[config.mk]
export PLATFORM = sky130hd
export DESIGN_NAME = fabric_map_tag_pipe_flat
export DESIGN_NICKNAME = d
export VERILOG_FILES = /design/src/rtl/fabric_common.sv /design/src/rtl/fabric_map_tag_pipe_pkg.sv /design/src/rtl/fabric_map_tag_pipe_if.sv /design/src/rtl/fabric_skid_fifo2.sv /design/src/rtl/fabric_map_tag_pipe.sv /design/src/flat_wrapper.sv
export SDC_FILE = /design/constraint.sdc
export NUM_CORES = 1
export LEC_CHECK = 0
export ABC_AREA = 1
export CAP_MARGIN = 20
export CELL_PAD_IN_SITES_DETAIL_PLACEMENT = 1
export CELL_PAD_IN_SITES_GLOBAL_PLACEMENT = 2
export CORE_MARGIN = 1.5
export CORE_UTILIZATION = 36
export DETAILED_ROUTE_END_ITERATION = 6
export PLACE_DENSITY = 0.9
export SYNTH_ARGS = -nofsm -noshare
export SYNTH_HDL_FRONTEND = slang
export SYNTH_SLANG_ARGS = --single-unit
[constraint.sdc]
create_clock -name clk -period 9.8 [get_ports clk]
set_input_delay 1.96 -clock clk [delete_from_list [all_inputs] [get_ports clk]]
set_output_delay 1.96 -clock clk [all_outputs]
set_load 0.02 [all_outputs]
[src/rtl/fabric_common.sv]
// Shared fabric error package: error codes used across fabric blocks and a
// helper that locates the fields of a tag-map CAM entry.
// Entry layout, LSB first: {dst_tag, mask, src_tag, valid}.
package fabric_common;

    localparam int unsigned ERR_CODE_WIDTH = 16;

    typedef logic [ERR_CODE_WIDTH-1:0] err_code_t;

    localparam err_code_t CFG_MAP_TAG_DUP_TAG  = 16'h0103;
    localparam err_code_t CFG_MAP_TAG_BAD_ADDR = 16'h0104;
    localparam err_code_t RT_MAP_TAG_NO_MATCH  = 16'h0201;

    typedef enum logic [1:0] {
        MAP_FIELD_VALID,
        MAP_FIELD_SRC,
        MAP_FIELD_MASK,
        MAP_FIELD_DST
    } map_field_e;

    // Bit offset of a field inside a tag-map entry for a given input tag width.
    function automatic int unsigned map_entry_offset(map_field_e field, int unsigned in_tag_w);
        case (field)
            MAP_FIELD_VALID: return 0;
            MAP_FIELD_SRC:   return 1;
            MAP_FIELD_MASK:  return 1 + in_tag_w;
            default:         return 1 + 2 * in_tag_w;
        endcase
    endfunction

endpackage

[src/rtl/fabric_map_tag_pipe_pkg.sv]
// Local constants and helpers for fabric_map_tag_pipe.
package fabric_map_tag_pipe_pkg;

    localparam int unsigned STAT_WIDTH = 32;

    // Table index width: at least one bit even for a single-entry table.
    function automatic int unsigned map_addr_width(int unsigned table_size);
        return (table_size <= 1) ? 1 : $clog2(table_size);
    endfunction

endpackage

[src/rtl/fabric_map_tag_pipe_if.sv]
// Stream and configuration bundle for fabric_map_tag_pipe.
// master: token source / table writer / token sink side.
// slave : the tag map block.
//   in_valid/in_ready/in_data    input stream, in_data = {tag, value}
//   out_valid/out_ready/out_data output stream, out_data = {dst_tag, value}
//   cfg_we/cfg_addr/cfg_wdata    table write port
interface fabric_map_tag_pipe_if #(
    parameter int unsigned DATA_WIDTH    = 32,
    parameter int unsigned IN_TAG_WIDTH  = 4,
    parameter int unsigned OUT_TAG_WIDTH = 2,
    parameter int unsigned TABLE_SIZE    = 8
);
    import fabric_map_tag_pipe_pkg::*;

    localparam int unsigned ADDR_WIDTH  = map_addr_width(TABLE_SIZE);
    localparam int unsigned ENTRY_WIDTH = 1 + 2 * IN_TAG_WIDTH + OUT_TAG_WIDTH;

    logic                                  in_valid;
    logic                                  in_ready;
    logic [DATA_WIDTH+IN_TAG_WIDTH-1:0]    in_data;
    logic                                  out_valid;
    logic                                  out_ready;
    logic [DATA_WIDTH+OUT_TAG_WIDTH-1:0]   out_data;
    logic                                  cfg_we;
    logic [ADDR_WIDTH-1:0]                 cfg_addr;
    logic [ENTRY_WIDTH-1:0]                cfg_wdata;

    modport master (
        output in_valid, in_data, out_ready, cfg_we, cfg_addr, cfg_wdata,
        input  in_ready, out_valid, out_data
    );

    modport slave (
        input  in_valid, in_data, out_ready, cfg_we, cfg_addr, cfg_wdata,
        output in_ready, out_valid, out_data
    );

endinterface

[src/rtl/fabric_skid_fifo2.sv]
// Generic 2-entry valid/ready buffer with registered in_ready/out_valid.
// in_ready depends only on the stored count, never on out_ready, so a pop at
// full frees the slot for the following cycle.
//   clk, rst            clock, async active-high reset
//   in_valid/in_ready/in_data    push side
//   out_valid/out_ready/out_data pop side, out_data = head
module fabric_skid_fifo2 #(
    parameter int unsigned WIDTH = 8
) (
    input  logic             clk,
    input  logic             rst,
    input  logic             in_valid,
    output logic             in_ready,
    input  logic [WIDTH-1:0] in_data,
    output logic             out_valid,
    input  logic             out_ready,
    output logic [WIDTH-1:0] out_data
);

    if (WIDTH < 1) begin : g_bad_width
        $fatal(1, "fabric_skid_fifo2: WIDTH must be >= 1");
    end

    logic [1:0]       count_q, count_d;
    logic [WIDTH-1:0] head_q, head_d;
    logic [WIDTH-1:0] tail_q, tail_d;
    logic             ready_q, ready_d;
    logic             valid_q, valid_d;
    logic             push, pop;

    // Next-state: head is always the output slot, tail only used at count 2.
    always_comb begin : p_next
        count_d = count_q;
        head_d  = head_q;
        tail_d  = tail_q;
        push    = in_valid && ready_q;
        pop     = valid_q && out_ready;
        case (count_q)
            2'd0: begin
                if (push) begin
                    head_d  = in_data;
                    count_d = 2'd1;
                end
            end
            2'd1: begin
                if (push && pop) begin
                    head_d = in_data;
                end else if (push) begin
                    tail_d  = in_data;
                    count_d = 2'd2;
                end else if (pop) begin
                    count_d = 2'd0;
                end
            end
            default: begin
                if (pop) begin
                    head_d  = tail_q;
                    count_d = 2'd1;
                end
            end
        endcase
        ready_d = (count_d != 2'd2);
        valid_d = (count_d != 2'd0);
    end

    always_ff @(posedge clk or posedge rst) begin : p_regs
        if (rst) begin
            count_q <= 2'd0;
            head_q  <= '0;
            tail_q  <= '0;
            ready_q <= 1'b1;
            valid_q <= 1'b0;
        end else begin
            count_q <= count_d;
            head_q  <= head_d;
            tail_q  <= tail_d;
            ready_q <= ready_d;
            valid_q <= valid_d;
        end
    end

    assign in_ready  = ready_q;
    assign out_valid = valid_q;
    assign out_data  = head_q;

endmodule

[src/rtl/fabric_map_tag_pipe.sv]
// Pipelined runtime-writable tag translator: each accepted token's tag is
// looked up in a masked CAM (lowest matching index wins) and forwarded as
// {dst_tag, value} through a 2-entry buffer; misses are dropped.
// Optional macro FABRIC_MAP_TAG_PIPE_STATS_EN adds saturating hit/miss counters.
//   clk, rst         clock, async active-high reset
//   bus (slave)      input/output streams and table write port
//   error_valid      sticky error flag
//   error_code       first error code seen since reset
//   hit_count, miss_count  accepted hit/miss counts (stats build only)
module fabric_map_tag_pipe
    import fabric_common::*;
    import fabric_map_tag_pipe_pkg::*;
#(
    parameter int unsigned DATA_WIDTH    = 32,
    parameter int unsigned IN_TAG_WIDTH  = 4,
    parameter int unsigned OUT_TAG_WIDTH = 2,
    parameter int unsigned TABLE_SIZE    = 8
) (
    input  logic                      clk,
    input  logic                      rst,
    fabric_map_tag_pipe_if.slave      bus,
    output logic                      error_valid,
    output logic [ERR_CODE_WIDTH-1:0] error_code
`ifdef FABRIC_MAP_TAG_PIPE_STATS_EN
    ,
    output logic [STAT_WIDTH-1:0]     hit_count,
    output logic [STAT_WIDTH-1:0]     miss_count
`endif
);

    localparam int unsigned ADDR_WIDTH  = map_addr_width(TABLE_SIZE);
    localparam int unsigned ENTRY_WIDTH = 1 + 2 * IN_TAG_WIDTH + OUT_TAG_WIDTH;
    localparam int unsigned VALID_OFF   = map_entry_offset(MAP_FIELD_VALID, IN_TAG_WIDTH);
    localparam int unsigned SRC_OFF     = map_entry_offset(MAP_FIELD_SRC, IN_TAG_WIDTH);
    localparam int unsigned MASK_OFF    = map_entry_offset(MAP_FIELD_MASK, IN_TAG_WIDTH);
    localparam int unsigned DST_OFF     = map_entry_offset(MAP_FIELD_DST, IN_TAG_WIDTH);
    localparam int unsigned OUT_W       = DATA_WIDTH + OUT_TAG_WIDTH;

    if (DATA_WIDTH < 1) begin : g_bad_data
        $fatal(1, "fabric_map_tag_pipe: DATA_WIDTH must be >= 1");
    end
    if (IN_TAG_WIDTH < 1) begin : g_bad_in_tag
        $fatal(1, "fabric_map_tag_pipe: IN_TAG_WIDTH must be >= 1");
    end
    if (OUT_TAG_WIDTH < 1) begin : g_bad_out_tag
        $fatal(1, "fabric_map_tag_pipe: OUT_TAG_WIDTH must be >= 1");
    end
    if (TABLE_SIZE < 1) begin : g_bad_table
        $fatal(1, "fabric_map_tag_pipe: TABLE_SIZE must be >= 1");
    end

    logic [ENTRY_WIDTH-1:0]    table_q [TABLE_SIZE];
    logic [ENTRY_WIDTH-1:0]    table_d [TABLE_SIZE];
    logic                      addr_in_range;
    logic                      bad_addr;
    logic [IN_TAG_WIDTH-1:0]   in_tag;
    logic                      hit;
    logic [OUT_TAG_WIDTH-1:0]  dst_tag;
    logic                      dup;
    logic                      accept;
    logic                      buf_ready;
    logic                      buf_valid;
    logic [OUT_W-1:0]          buf_data;
    logic                      error_valid_q, error_valid_d;
    logic [ERR_CODE_WIDTH-1:0] error_code_q, error_code_d;

    assign in_tag = bus.in_data[DATA_WIDTH +: IN_TAG_WIDTH];
    assign accept = bus.in_valid && buf_ready;

    // Table write; an address with no matching entry is flagged, not written.
    always_comb begin : p_cfg
        table_d       = table_q;
        addr_in_range = 1'b0;
        for (int unsigned i = 0; i < TABLE_SIZE; i++) begin
            if (bus.cfg_addr == ADDR_WIDTH'(i)) begin
                addr_in_range = 1'b1;
                if (bus.cfg_we) begin
                    table_d[i] = bus.cfg_wdata;
                end
            end
        end
        bad_addr = bus.cfg_we && !addr_in_range;
    end

    // Masked match on the registered table; scanning downward lets the lowest index win.
    always_comb begin : p_lookup
        hit     = 1'b0;
        dst_tag = '0;
        for (int i = int'(TABLE_SIZE) - 1; i >= 0; i--) begin
            if (table_q[i][VALID_OFF] &&
                (((in_tag ^ table_q[i][SRC_OFF +: IN_TAG_WIDTH]) &
                  table_q[i][MASK_OFF +: IN_TAG_WIDTH]) == '0)) begin
                hit     = 1'b1;
                dst_tag = table_q[i][DST_OFF +: OUT_TAG_WIDTH];
            end
        end
    end

    // Two valid entries with identical {mask, src_tag} (adjacent fields, compared together).
    always_comb begin : p_dup
        dup = 1'b0;
        for (int unsigned i = 0; i < TABLE_SIZE; i++) begin
            for (int unsigned j = i + 1; j < TABLE_SIZE; j++) begin
                if (table_q[i][VALID_OFF] && table_q[j][VALID_OFF] &&
                    (table_q[i][SRC_OFF +: 2*IN_TAG_WIDTH] ==
                     table_q[j][SRC_OFF +: 2*IN_TAG_WIDTH])) begin
                    dup = 1'b1;
                end
            end
        end
    end

    // First-error latch with fixed same-cycle priority.
    always_comb begin : p_error
        error_valid_d = error_valid_q;
        error_code_d  = error_code_q;
        if (!error_valid_q) begin
            if (dup) begin
                error_valid_d = 1'b1;
                error_code_d  = CFG_MAP_TAG_DUP_TAG;
            end else if (bad_addr) begin
                error_valid_d = 1'b1;
                error_code_d  = CFG_MAP_TAG_BAD_ADDR;
            end else if (accept && !hit) begin
                error_valid_d = 1'b1;
                error_code_d  = RT_MAP_TAG_NO_MATCH;
            end
        end
    end

    always_ff @(posedge clk or posedge rst) begin : p_regs
        if (rst) begin
            for (int unsigned i = 0; i < TABLE_SIZE; i++) begin
                table_q[i] <= '0;
            end
            error_valid_q <= 1'b0;
            error_code_q  <= '0;
        end else begin
            table_q       <= table_d;
            error_valid_q <= error_valid_d;
            error_code_q  <= error_code_d;
        end
    end

    // Misses are accepted alongside hits but never pushed.
    fabric_skid_fifo2 #(
        .WIDTH(OUT_W)
    ) u_buf (
        .clk      (clk),
        .rst      (rst),
        .in_valid (bus.in_valid && hit),
        .in_ready (buf_ready),
        .in_data  ({dst_tag, bus.in_data[DATA_WIDTH-1:0]}),
        .out_valid(buf_valid),
        .out_ready(bus.out_ready),
        .out_data (buf_data)
    );

    assign bus.in_ready  = buf_ready;
    assign bus.out_valid = buf_valid;
    assign bus.out_data  = buf_data;
    assign error_valid   = error_valid_q;
    assign error_code    = error_code_q;

`ifdef FABRIC_MAP_TAG_PIPE_STATS_EN
    logic [STAT_WIDTH-1:0] hit_count_q, hit_count_d;
    logic [STAT_WIDTH-1:0] miss_count_q, miss_count_d;

    // Saturating accepted-token counters.
    always_comb begin : p_stats
        hit_count_d  = hit_count_q;
        miss_count_d = miss_count_q;
        if (accept && hit && (hit_count_q != '1)) begin
            hit_count_d = hit_count_q + STAT_WIDTH'(1);
        end
        if (accept && !hit && (miss_count_q != '1)) begin
            miss_count_d = miss_count_q + STAT_WIDTH'(1);
        end
    end

    always_ff @(posedge clk or posedge rst) begin : p_stats_regs
        if (rst) begin
            hit_count_q  <= '0;
            miss_count_q <= '0;
        end else begin
            hit_count_q  <= hit_count_d;
            miss_count_q <= miss_count_d;
        end
    end

    assign hit_count  = hit_count_q;
    assign miss_count = miss_count_q;
`endif

endmodule

[src/flat_wrapper.sv]
// flat-port wrapper written by rule: the top's interface ports become plain ports
module fabric_map_tag_pipe_flat import fabric_common::*; import fabric_map_tag_pipe_pkg::*;
#(
    parameter int unsigned DATA_WIDTH    = 32,
    parameter int unsigned IN_TAG_WIDTH  = 4,
    parameter int unsigned OUT_TAG_WIDTH = 2,
    parameter int unsigned TABLE_SIZE    = 8
)
  (clk, rst, error_valid, error_code, bus_in_valid, bus_in_data, bus_out_ready, bus_cfg_we, bus_cfg_addr, bus_cfg_wdata, bus_in_ready, bus_out_valid, bus_out_data);
  fabric_map_tag_pipe_if #(.DATA_WIDTH(DATA_WIDTH), .IN_TAG_WIDTH(IN_TAG_WIDTH), .OUT_TAG_WIDTH(OUT_TAG_WIDTH), .TABLE_SIZE(TABLE_SIZE)) bus_i ();
  input  logic clk;
  input  logic rst;
  output logic error_valid;
  output logic [ERR_CODE_WIDTH-1:0] error_code;
  input wire logic [$bits(bus_i.in_valid)-1:0] bus_in_valid;
  input wire logic [$bits(bus_i.in_data)-1:0] bus_in_data;
  input wire logic [$bits(bus_i.out_ready)-1:0] bus_out_ready;
  input wire logic [$bits(bus_i.cfg_we)-1:0] bus_cfg_we;
  input wire logic [$bits(bus_i.cfg_addr)-1:0] bus_cfg_addr;
  input wire logic [$bits(bus_i.cfg_wdata)-1:0] bus_cfg_wdata;
  output wire logic [$bits(bus_i.in_ready)-1:0] bus_in_ready;
  output wire logic [$bits(bus_i.out_valid)-1:0] bus_out_valid;
  output wire logic [$bits(bus_i.out_data)-1:0] bus_out_data;
  assign bus_i.in_valid = bus_in_valid;
  assign bus_i.in_data = bus_in_data;
  assign bus_i.out_ready = bus_out_ready;
  assign bus_i.cfg_we = bus_cfg_we;
  assign bus_i.cfg_addr = bus_cfg_addr;
  assign bus_i.cfg_wdata = bus_cfg_wdata;
  assign bus_in_ready = bus_i.in_ready;
  assign bus_out_valid = bus_i.out_valid;
  assign bus_out_data = bus_i.out_data;
  fabric_map_tag_pipe #(.DATA_WIDTH(DATA_WIDTH), .IN_TAG_WIDTH(IN_TAG_WIDTH), .OUT_TAG_WIDTH(OUT_TAG_WIDTH), .TABLE_SIZE(TABLE_SIZE)) u_core (.clk(clk), .rst(rst), .bus(bus_i), .error_valid(error_valid), .error_code(error_code));
endmodule
==> impl_metrics.json, run 1 <==
{
  "synth_seq_cells": 166,
  "setup_ws_ns": 5.49,
  "crit-reg2reg-launch": "u_core.table_q[3]",
  "max_slew_margin_pct": 29.5,
  "dieArea_um2": 30900,
  "remaining_drc_errors": 0,
  "rsz0062_at_grt": "false",
  "cts_root_buffer": "clkbuf_16",
  "async_reset_ff_share_pct": 100,
  "cts_tree": "built",
  "r2r_cells": 12,
  "ys_warn_count": 0,
  "syn2layout_area_growth_pct": 13.6,
  "grt_antenna_before_repair": 1,
  "syn_area_um2": 10700,
  "syn_avg_cell_area_um2": 7.24,
  "setup_viol_count_final": 0,
  "ys_seq_area_share_pct": 38.7,
  "wl_per_cell_um": 23.9,
  "critPathKind": "input pin to flip-flop",
  "antenna_left": 0,
  "cts-hold-fix-buffers": 0,
  "cp.arrival_ns": 4.70,
  "worstHoldStart": "u_core.error_code[0]",
  "core_um2": 29500,
  "place_area_um2": 11600,
  "synth_ff_type": "dfrtp_1",
  "numCtsBuffers": 17,
  "num_antenna_cells": 0,
  "power.density_nw_per_um2": 259,
  "layout_common_cells": "419 x nand2_1, 175 x o21ai_0, 164 x dfrtp_1",
  "drt_iter0_drc": 1030,
  "cp_max_fo": 71,
  "fp.dieH_um": 176,
  "grt_pass1_vias": 10900,
  "peakVddDrop_v": 0.000117,
  "io_pins": 108,
  "finalHoldViolCount": 0,
  "end_kind": "flip-flop",
  "finalInstanceArea_um2": 12200,
  "cts.sinks": 166,
  "synth_top_cell_area_share_pct": 38.5,
  "yosysTopAreaCell": "dfrtp_1",
  "min_period_over_period_pct": 44.0,
  "first_pass_iters": 5,
  "dp_hpwl_mm": 31.8,
  "synth_cells": 1483,
  "row_count": 63,
  "synth-edff-count": 0,
  "synthTopCellsByArea": "dfrtp_1 38%, nand2_1 15%, o21ai_0 8.2%",
  "hold_path_class": "flip-flop to flip-flop",
  "cts_max_path_buffers": 2,
  "grt_util_all_layers_pct": 30.2,
  "grt_first_pass_wirelength_mm": 68.8,
  "fmax_mhz": 232,
  "layout_commonest_cell": "nand2_1",
  "vias_per_cell": 5.56,
  "critPathLaunchType": "input pin",
  "via_count": 10600,
  "die_x_um": 176,
  "outcome": "finished clean",
  "cp.required_ns": 10.19,
  "post_cts.repair.setup_buffers": 0,
  "fin_skew_ns": 0.0172,
  "grt_overflow": 0,
  "start_util_pct": 36.4,
  "final.min_clock_period_ns": 4.31,
  "crit_end": "u_core.u_buf.in_ready",
  "finalSetupTns_ns": 0,
  "drv_cap": 0,
  "final_util_pct": 41.4,
  "gp_congestion": 1.01,
  "insertion_delay_ns": 0.45,
  "worst-slew-pin-transition_ns": 1.06,
  "wl_mm": 45.4,
  "regArea_um2": 4160,
  "synth_cell_type_count": 43,
  "drive_above_1_share_pct": 7.62,
  "r2r-end": "u_core.u_buf.in_ready",
  "fillCellCount": 3688,
  "clkTransAtPathRegs_ns": 0.07,
  "finalPower_mw": 3.16,
  "port_buffers": 96,
  "htree_num_levels": 4,
  "num-nets-final": 1552,
  "grt_max_degree": 72,
  "multi_input_area_um2": 5380,
  "leakagePower_nw": 5.74,
  "post-place-ws_ns": 4.99,
  "final_max_slew_viol_count": 0,
  "ff2ff_setup_slack_ns": 6.77,
  "ctsResizeCount": 0,
  "setup.worst_path.start": "bus_in_data[35]"
}
## critical path, cell delays in order
cell	delay (ns)
clkdlybuf4s50_1	0.72
inv_1	0.18
nand2_1	0.11
nand3_1	0.09
nand3_1	0.14
nor2_2	0.08
nor2_4	0.12
inv_2	0.06
nor2_4	0.13
nand2_4	0.06
nand4_2	0.06
buf_4	0.52
o21ai_0	0.32
nand2_1	0.14
## flip-flops by register name, indices dropped and copies added (netlist names)
register                count
u_core.error_code           5
u_core.error_valid          1
u_core.table_q             88
u_core.u_buf.count_q        2
u_core.u_buf.in_ready       1
u_core.u_buf.out_data      34
u_core.u_buf.out_valid      1
u_core.u_buf.tail_q        34
## cells in the mapped netlist, types with 13 or more instances
cell / instances
buf_4: 28
o22ai_1: 51
nand3_1: 61
nor2_1: 62
a21oi_1: 51
xor2_1: 69
buf_2: 55
xnor2_1: 29
nand2_2: 31
inv_1: 116
nand4_1: 20
o21ai_0: 175
clkbuf_1: 31
inv_2: 13
nor3_1: 30
dfrtp_1: 165
nand2_1: 419
## area by class of cell
class,count,area share [%]
flip-flops and latches,166,34.1
repair buffers,108,8.62
clock inverters,15,1.28
multi-input cells,1066,44.1
inverters,138,4.43
clock buffers,17,3.49
well taps,390,4.00
## report_power, final
group	internal [mW]	leakage (nW)	switching, mW
combinational	0.474	3.39	0.745
sequential	0.885	2.07	0.385
clock	0.340	0.289	0.335
total	1.70	5.74	1.46
## metal layers
| metal | global-route usage, % | vias to the layer above | part of all wire, % |
|---|---|---|---|
| li1 | - | 4787 | - |
| met1 | 39.1 | 5148 | 42 |
| met2 | 48.0 | 503 | 46 |
| met3 | 6.21 | 124 | 8.2 |
| met4 | 14.5 | 2 | 4.5 |
| met5 | 0 | - | 0.022 |
## worst min-delay path by stage
| stage | depth (start not counted) | slack, ns | endpoint |
|---|---|---|---|
| final | 2 | 0.47 | u_core.error_code[0] |
| after global routing | 2 | 0.51 | u_core.u_buf.tail_q[32] |
| after CTS | 2 | 0.48 | u_core.error_code[0] |
| after detailed placement | 2 | 0.46 | u_core.error_code[0] |
| after global placement | 2 | 0.45 | u_core.error_code[0] |
| after floorplan | 2 | 0.45 | u_core.table_q[87] |
## logic make-up (layout without fill, tap and decap cells)
family | after synthesis | after routing | share of synthesized area, %
flip-flops | 166 | 166 | 38.7
AND/OR/NAND/NOR | 646 | 646 | 25.9
other | 1 | 11 | 0.0349
AO/OA/AOI/OAI | 311 | 311 | 15.8
buffers and inverters | 261 | 278 | 11.6
XOR/XNOR | 98 | 98 | 8.00
## per-stage QoR
| stage | hold WS, ns | cells |
|---|---|---|
| 6_report | 0.466 | 1900 |
| 5_1_grt | 0.510 | 1900 |
| 4_1_cts | 0.476 | 1900 |
| 3_5_place_dp | 0.456 | 1868 |
| 3_3_place_gp | 0.453 | 1868 |
| 2_1_floorplan | 0.446 | 1493 |
(Power assumes the default switching activity.)
==> run 2: changes to the inputs <==
- CORE_UTILIZATION: 36 -> 30
- PLACE_DENSITY: 0.9 -> 0.8
- clock period: 9.8 -> 3.62 ns (I/O delays scaled with it)
==> run 2 against run 1 <==
Compared with the run above:
- combinational power rose to 2.9 times the previous value
- cell count rose by 4.8%
- non-clock buffer count rose by 20
- setup slack got worse by 4.8 ns
- wire length rose by 3.2%
==> impl_metrics.json, run 2 (synthesis results as in run 1) <==
{
  "final_max_slew_viol_count": 0,
  "cts.sinks": 166,
  "start_util_pct": 30.3,
  "critical_path.most_common_cell": "nand2_1",
  "layout_common_cells": "419 x nand2_1, 175 x o21ai_0, 164 x dfrtp_1",
  "vias_per_cell": 5.37,
  "fin_skew_ns": 0.0163,
  "path_cells": "clkdlybuf4s50_1 -> inv_2 -> o21ai_1 -> a21oi_1 -> nor2_1 -> nand3_1 -> nand2_1 -> nor2_2 -> nand2_4 -> nand3_2 -> nand2_4 -> nand2_8 -> buf_4 -> nand2_1 -> nand2_1",
  "worst-slew-pin-transition_ns": 1.02,
  "insertion_delay_ns": 0.46,
  "grt_first_pass_wirelength_mm": 70.4,
  "peakVddDrop_v": 0.000349,
  "fmax_mhz": 346,
  "port_buffers": 96,
  "hold_path_class": "flip-flop to flip-flop",
  "regArea_um2": 4160,
  "hold_slack_ns": 0.480,
  "cts_root_buffer": "clkbuf_16",
  "htree_num_levels": 4,
  "grt_max_degree": 67,
  "grt_util_all_layers_pct": 26.2,
  "grt_antenna_before_repair": 2,
  "clkTransAtPathRegs_ns": 0.08,
  "grt_overflow": 0,
  "finalHoldViolCount": 0,
  "setup_viol_count_final": 0,
  "final_cells": 1991,
  "leakagePower_nw": 5.87,
  "power.density_nw_per_um2": 700,
  "wl_per_cell_um": 23.5,
  "drive_above_1_share_pct": 8.82,
  "fp.dieH_um": 192,
  "largest_register": "u_core.table_q",
  "rsz0062_at_grt": "false",
  "dp_hpwl_mm": 33.0,
  "finalSetupTns_ns": 0,
  "core_um2": 35400,
  "final.min_clock_period_ns": 2.89,
  "via_count": 10700,
  "gp_congestion": 1.04,
  "remaining_drc_errors": 0,
  "cp.arrival_ns": 3.28,
  "row_count": 69,
  "num-nets-final": 1572,
  "num_antenna_cells": 0,
  "post_cts.repair.setup_buffers": 0,
  "syn2layout_area_growth_pct": 16.7,
  "min_period_over_period_pct": 79.8,
  "cts-hold-fix-buffers": 0,
  "drv_cap": 0,
  "cp_max_fo": 20,
  "place_area_um2": 11900,
  "final_util_pct": 35.4,
  "dp.cells": 1959,
  "grt_pass1_vias": 11000,
  "die_x_um": 192,
  "end_kind": "flip-flop",
  "largest_reg_flops": 88,
  "setup_ws_ns": 0.731,
  "antenna_left": 0,
  "cts_tree": "built",
  "numCtsBuffers": 17,
  "first_pass_iters": 5,
  "dieArea_um2": 36900,
  "layout_commonest_cell": "nand2_1",
  "critPathLaunchType": "input pin",
  "ctsResizeCount": 0,
  "slowest_delay_ns": 0.58,
  "finalPower_mw": 8.77,
  "drt_iter0_drc": 937,
  "io_pins": 108,
  "outcome": "finished clean",
  "post-place-ws_ns": 0.329,
  "cts_max_path_buffers": 2,
  "fillCellCount": 4330,
  "wl_mm": 46.9,
  "finalInstanceArea_um2": 12500,
  "max_slew_margin_pct": 31.9,
  "critPathKind": "input pin to flip-flop",
  "crit_path_top_delay_cell": "clkdlybuf4s50_1",
  "multi_input_area_um2": 5380,
  "cp.required_ns": 4.02
}
-- run 2: cell types whose count changed in the layout (fill, tap and decap cells not counted) --
cell | before | now
clkinv_8 | 3 | 5
inv_12 | 0 | 2
buf_12 | 0 | 4
clkinvlp_4 | 0 | 1
inv_8 | 5 | 6
clkinv_2 | 2 | 0
buf_4 | 12 | 28
inv_6 | 5 | 1
-- run 2: area by class of cell --
cell class              count  share of cell area [%]
clock inverters            15                    1.57
flip-flops and latches    166                    33.2
clock buffers              17                    3.40
inverters                 138                    4.31
repair buffers            128                    9.99
multi-input cells        1066                    42.9
well taps                 461                    4.61
-- run 2: routing by layer --
layer  part of all wire (%)  track usage [%]
met5                  0.036                0
met4                    4.9             12.7
met3                    7.2             4.18
met2                     45             41.4
met1                     43             34.7
-- run 2: power breakdown --
group | internal, mW | leakage (nW) | switching (mW)
Sequential | 2.40 | 2.07 | 0.923
Combinational | 1.34 | 3.50 | 2.16
Clock | 0.953 | 0.302 | 1.00
Total | 4.69 | 5.87 | 4.08
-- run 2: worst max-delay path, delay by kind of cell --
kind,cells,cell delay [ns]
simple gates,10,1.04
compound gates,2,0.34
buf+inv,3,1.17
-- run 2: final timing paths --
kind / startpoint / to / slack (ns) / depth (start not counted)
min in group asynchronous: rst / u_core.u_buf.tail_q[19] / 0.79 / 2
min reg2reg: u_core.error_code[9] / u_core.error_code[9] / 0.48 / 2
min: u_core.error_code[9] / u_core.error_code[9] / 0.48 / 2
max reg2reg: u_core.table_q[4] / u_core.u_buf.out_data[5] / 0.83 / 14
max: bus_in_data[33] / u_core.u_buf.out_data[5] / 0.73 / 15
max in group asynchronous: rst / u_core.table_q[6] / 2.11 / 3
